<file path="config.mk">
export PLATFORM = sky130hd
export DESIGN_NAME = seven_segment_scan_controller
export DESIGN_NICKNAME = d
export VERILOG_FILES = /design/src/rtl/seven_seg_pkg.sv /design/src/rtl/seven_segment_display.sv /design/src/rtl/seven_segment_scan_controller.sv
export SDC_FILE = /design/constraint.sdc
export NUM_CORES = 1
export LEC_CHECK = 0
export BUFFER_PORTS_ARGS = -buffer_cell sky130_fd_sc_hd__buf_2
export CAP_MARGIN = 30
export CELL_PAD_IN_SITES_DETAIL_PLACEMENT = 1
export CELL_PAD_IN_SITES_GLOBAL_PLACEMENT = 2
export CORE_UTILIZATION = 37
export DETAILED_ROUTE_END_ITERATION = 8
export PLACE_DENSITY = 0.92
export SYNTH_ARGS = -nofsm -noshare
export SYNTH_HDL_FRONTEND = slang
export SYNTH_HIERARCHICAL = 1
export SYNTH_SLANG_ARGS = --single-unit
export TNS_END_PERCENT = 1
</file>
<file path="constraint.sdc">
create_clock -name clk -period 5.9 [get_ports clk]
set_clock_uncertainty 0.05 [all_clocks]
set_input_delay 1.475 -clock clk [delete_from_list [all_inputs] [get_ports clk]]
set_output_delay 1.475 -clock clk [all_outputs]
set_load 0.01 [all_outputs]
</file>
<file path="src/rtl/seven_seg_pkg.sv">
// Shared constants for the seven-segment scan controller: blank pattern,
// active-low pin polarities and the digit-index width helper.
package seven_seg_pkg;

  localparam logic [6:0] SEG_BLANK = 7'h7F;

  // Anodes, segments and decimal point are all driven active-low.
  localparam logic AN_ON  = 1'b0;
  localparam logic AN_OFF = 1'b1;
  localparam logic DP_ON  = 1'b0;
  localparam logic DP_OFF = 1'b1;

  function automatic int idx_w(input int n);
    if (n > 1) return $clog2(n);
    else return 1;
  endfunction

endpackage

</file>
<file path="src/rtl/seven_segment_display.sv">
// Hex-to-seven-segment decoder, active-low segments ordered {g,f,e,d,c,b,a}.
module seven_segment_display
  import seven_seg_pkg::*;
(
  input  logic [3:0] hex,
  output logic [6:0] seg
);

  always_comb begin
    seg = SEG_BLANK;
    case (hex)
      4'h0: seg = 7'b1000000;
      4'h1: seg = 7'b1111001;
      4'h2: seg = 7'b0100100;
      4'h3: seg = 7'b0110000;
      4'h4: seg = 7'b0011001;
      4'h5: seg = 7'b0010010;
      4'h6: seg = 7'b0000010;
      4'h7: seg = 7'b1111000;
      4'h8: seg = 7'b0000000;
      4'h9: seg = 7'b0010000;
      4'hA: seg = 7'b0001000;
      4'hB: seg = 7'b0000011;
      4'hC: seg = 7'b1000110;
      4'hD: seg = 7'b0100001;
      4'hE: seg = 7'b0000110;
      4'hF: seg = 7'b0001110;
      default: seg = SEG_BLANK;
    endcase
  end

endmodule

</file>
<file path="src/rtl/seven_segment_scan_controller.sv">
// Time-multiplexed common-anode display scanner with per-slot blanking guard
// and per-frame snapshot. Define SEVSEG_LZ_BLANK_EN for leading-zero blanking.
module seven_segment_scan_controller
  import seven_seg_pkg::*;
#(
  parameter int NUM_DIGITS   = 4,
  parameter int REFRESH_DIV  = 100000,
  parameter int GUARD_CYCLES = 2
) (
  input  logic                    clk,
  input  logic                    reset,
  input  logic                    enable,
  input  logic [4*NUM_DIGITS-1:0] value,
  input  logic [NUM_DIGITS-1:0]   dp_in,
  output logic [NUM_DIGITS-1:0]   an,
  output logic [6:0]              seg,
  output logic                    dp,
  output logic                    frame_done
);

  localparam int IDX_W  = idx_w(NUM_DIGITS);
  localparam int PCNT_W = (REFRESH_DIV > 1) ? $clog2(REFRESH_DIV) : 1;

  localparam logic [PCNT_W-1:0] PCNT_LAST = PCNT_W'(REFRESH_DIV - 1);
  localparam logic [PCNT_W-1:0] GUARD_END = PCNT_W'(GUARD_CYCLES);
  localparam logic [IDX_W-1:0]  IDX_LAST  = IDX_W'(NUM_DIGITS - 1);

  logic [PCNT_W-1:0]       pcnt;
  logic [IDX_W-1:0]        idx;
  logic [4*NUM_DIGITS-1:0] snap;

  logic slot_end;
  logic frame_end;
  logic snap_load;

  assign slot_end  = (pcnt == PCNT_LAST);
  assign frame_end = slot_end && (idx == IDX_LAST);
  assign snap_load = enable && (pcnt == '0) && (idx == '0);

  // Stage 0: prescaler and digit index; both freeze while disabled.
  always_ff @(posedge clk) begin
    if (reset) begin
      pcnt <= '0;
      idx  <= '0;
    end else if (enable) begin
      if (slot_end) begin
        pcnt <= '0;
        idx  <= (idx == IDX_LAST) ? '0 : idx + IDX_W'(1);
      end else begin
        pcnt <= pcnt + PCNT_W'(1);
      end
    end
  end

  // One copy per frame so a digit never mixes old and new counter values.
  always_ff @(posedge clk) begin
    if (reset) snap <= '0;
    else if (snap_load) snap <= value;
  end

  logic [NUM_DIGITS-1:0] lz_sup;

`ifdef SEVSEG_LZ_BLANK_EN
  logic lz_run;

  always_comb begin
    lz_sup = '0;
    lz_run = 1'b1;
    for (int i = NUM_DIGITS - 1; i >= 1; i--) begin
      lz_run    = lz_run && (snap[4*i +: 4] == 4'h0) && !dp_in[i];
      lz_sup[i] = lz_run;
    end
  end
`else
  assign lz_sup = '0;
`endif

  logic [3:0] nib;
  logic       dp_sel;
  logic       sup_sel;
  logic [6:0] dec_seg;

  always_comb begin
    nib     = 4'h0;
    dp_sel  = 1'b0;
    sup_sel = 1'b0;
    for (int i = 0; i < NUM_DIGITS; i++) begin
      if (idx == IDX_W'(i)) begin
        nib     = snap[4*i +: 4];
        dp_sel  = dp_in[i];
        sup_sel = lz_sup[i];
      end
    end
  end

  seven_segment_display u_dec (
    .hex (nib),
    .seg (dec_seg)
  );

  logic [NUM_DIGITS-1:0] an_nxt;
  logic [6:0]            seg_nxt;
  logic                  dp_nxt;

  always_comb begin
    an_nxt  = {NUM_DIGITS{AN_OFF}};
    seg_nxt = SEG_BLANK;
    dp_nxt  = DP_OFF;
    if (enable && (pcnt >= GUARD_END) && !sup_sel) begin
      for (int i = 0; i < NUM_DIGITS; i++) begin
        if (idx == IDX_W'(i)) an_nxt[i] = AN_ON;
      end
      seg_nxt = dec_seg;
      dp_nxt  = dp_sel ? DP_ON : DP_OFF;
    end
  end

  // Stage 1: registered pins; frame_done lands on the snapshot load cycle.
  always_ff @(posedge clk) begin
    if (reset) begin
      an         <= {NUM_DIGITS{AN_OFF}};
      seg        <= SEG_BLANK;
      dp         <= DP_OFF;
      frame_done <= 1'b0;
    end else begin
      an         <= an_nxt;
      seg        <= seg_nxt;
      dp         <= dp_nxt;
      frame_done <= enable && frame_end;
    end
  end

endmodule

</file>
==> results.toml <==
[clock_network]
cts_buffers = 5
cts_setup_buffers = 0
cts_root_buffer = "clkbuf_8"
tritoncts = "yes"
clkTransAtPathRegs_ps = 90
postCtsHoldBufs = 0
htree_num_levels = 2
cts_resized = 0
cts_sinks = 48
insertion_delay_ps = 300
cts_buffer_depth = 2

[synth]
synth.most_common_cell = "nand2_1"
synth_top_area_share_pct = 39.5
synth_top_flop_cell = "dfxtp_1"
synthTopCellsByCount = "nand2_1, dfxtp_1, nor2_1"
async_flop_share_pct = 0
synth_top_area_cell = "dfxtp_1"
seq_area_frac_synth_pct = 39.5
postSynthAreaPerCell_um2 = 8.75
synthDistinctLibCells = 42
synthesis.nets = 315
yosys_warnings = 6
synth_area_leaders = "dfxtp_1, mux2i_1, nand2_1"
syn_area_um2 = 2430
synthCells = 278
synth_edf_count = 0
ys_ff_latch = 48

[worst_hold_path]
hold_path_class = "reg -> reg"
holdCritStartpoint = "snap[10]$_SDFFE_PP0P_"

[worst_setup_path]
criticalPathCategory = "reg -> reg"
cp_data_required_time_ps = 6030
crit_fanout = 11
rr_startpoint = "idx[1]$_SDFFE_PP0P_"
startpoint = "idx[1]$_SDFFE_PP0P_"
cp-start-kind = "register"
critPathCaptureType = "register"
worstPathArrival_ps = 3420

[power_and_ir_drop]
peakVddDrop_mv = 0.0967
comb_power_share_pct = 12.3
internal_power_mw = 0.501
p_leak_nw = 1.07
swShare_pct = 24.3
switching_power_mw = 0.161
p_clk_share_pct = 35.7
p_per_area_nw_per_um2 = 240
sequentialPowerShare_pct = 52.1

[placement]
hpwl_um = 3770
post_dp_cell_area_um2 = 2650
gp_congestion = 0.813
port_buffers = 35

[sta]
rsz0062_at_grt = "false"
tightest_slew_ps = 1000
tns_ps = 0
layout_min_cycle_time_ps = 3290
period_share_pct = 55.7
fin_hold_ws_ps = 417
final_hold_viol_count = 0
slew_viol_final = 0
slew_headroom_pct = 32.4
setup_viol = 0
max_freq_mhz = 304

[drt]
maxUsedRoutingLayer = "met4"
met2WireLength_um = 2610
drt_wl_total_um = 5200
ant_nets = 0
wl_met3_um = 163
vias = 1956
drt-initial-drc-count = 29
wl_per_cell_um = 13.4
drc = 0
wl_met1_um = 2340
viasPerCell = 5.04
first_pass_iters = 4

[die]
start_util_pct = 38.3
core-area_um2 = 6350
rows = 29
die_area_um2 = 6900
die_y_um = 83.1
io_pins = 36
die_x_um = 83.1

[final_layout]
diodes = 0
drive_gt1_share_pct = 16.4
regArea_um2 = 961
final_area_um2 = 2760
synthToLayoutAreaGrowth_pct = 13.5
fillers = 785
multiInputGateArea_um2 = 1360
fin_nets = 347
finalCoreUtilization_pct = 43.5

[global_routing]
grt-ovfl-total = 0
grt_pass1_wl_um = 9100
grt_max_degree = 35
antenna_found_initial = 0
grtUsageTotal_pct = 16.2
first_global_vias = 2014

[flow_run]
drv_cap = 0

[outcome]
outcome = "finished, final reports clean"
[power groups by stage]
stage               clock network (mW)  registers, mW  logic (mW)
global placement                     0          0.352      0.0794
global route                     0.254          0.346      0.0923
CTS                              0.246          0.345      0.0826
finish                           0.236          0.344      0.0811
floorplan                            0          0.352      0.0605
detailed placement                   0          0.352      0.0823
[kinds of logic (layout without fill, tap and decap cells)]
family                   after synthesis  in the layout  share of synthesized area, %
AO/OA/AOI/OAI                         29             29                          6.89
XOR/XNOR                              15             15                          5.40
adder cells (fa/ha/maj)               14             14                          7.20
buffers and inverters                 23             56                          4.53
flip-flops                            48             48                          39.5
multiplexers                          23             23                          10.2
AND/OR/NAND/NOR                      126            126                          26.3
[per-layer routing]
| metal | global-route usage (%) | vias to the layer above |
|---|---|---|
| met5 | 0 | - |
| met4 | 6.74 | 0 |
| met2 | 29.7 | 28 |
| met3 | 3.68 | 8 |
| li1 | - | 1010 |
| met1 | 18.0 | 910 |
[placed cells by master (no fill, tap or decap), types with 9 or more instances in the layout]
cell type / Yosys / layout
nand2_1: 53 / 53
dfxtp_1: 48 / 48
buf_2: 2 / 35
nor2_1: 23 / 23
mux2i_1: 21 / 21
ha_1: 14 / 14
a21oi_1: 13 / 13
xnor2_1: 11 / 11
inv_1: 10 / 10
o21ai_0: 9 / 9
[flip-flops by register name (all words and copies together) (netlist names)]
signal and count:
seg 7, an 4, idx 2, frame_done 1
pcnt 17, dp 1, snap 16
[critical path, cell delays in order (launching register included)]
cell,delay [ps]
dfxtp_1,360
inv_1,80
ha_1,310
nand3b_1,200
a21oi_1,160
a21oi_1,50
o21ai_0,720
inv_1,240
ha_1,340
inv_1,50
mux4_1,460
nand2b_1,150
[through the flow]
| step | instances | setup slack (ps) | total power [mW] |
|---|---|---|---|
| global route | 388 | 2280 | 0.693 |
| detailed placement | 380 | 2430 | 0.434 |
| finish | 388 | 2610 | 0.662 |
| global placement | 379 | 2300 | 0.431 |
| floorplan | 278 | 3050 | 0.412 |
| CTS | 388 | 2570 | 0.673 |
[final cells by class]
class                           instances  share of cell area [%]
Clock buffer                            6                    2.63
Timing Repair Buffer                   37                    7.02
Multi-Input combinational cell        207                    49.3
Sequential cell                        48                    34.8
Clock inverter                          2                    1.27
Inverter                               11                    1.50
Tap cell                               77                    3.49
[final timing paths]
path         slack (ps)                    end  depth (start not counted)
min reg2reg         420  snap[10]$_SDFFE_PP0P_                          2
max reg2reg        2610      seg[3]$_SDFF_PP1_                         11
min                 420  snap[10]$_SDFFE_PP0P_                          2
max                2610      seg[3]$_SDFF_PP1_                         11
Note: power is estimated with default switching activity, not from simulation.
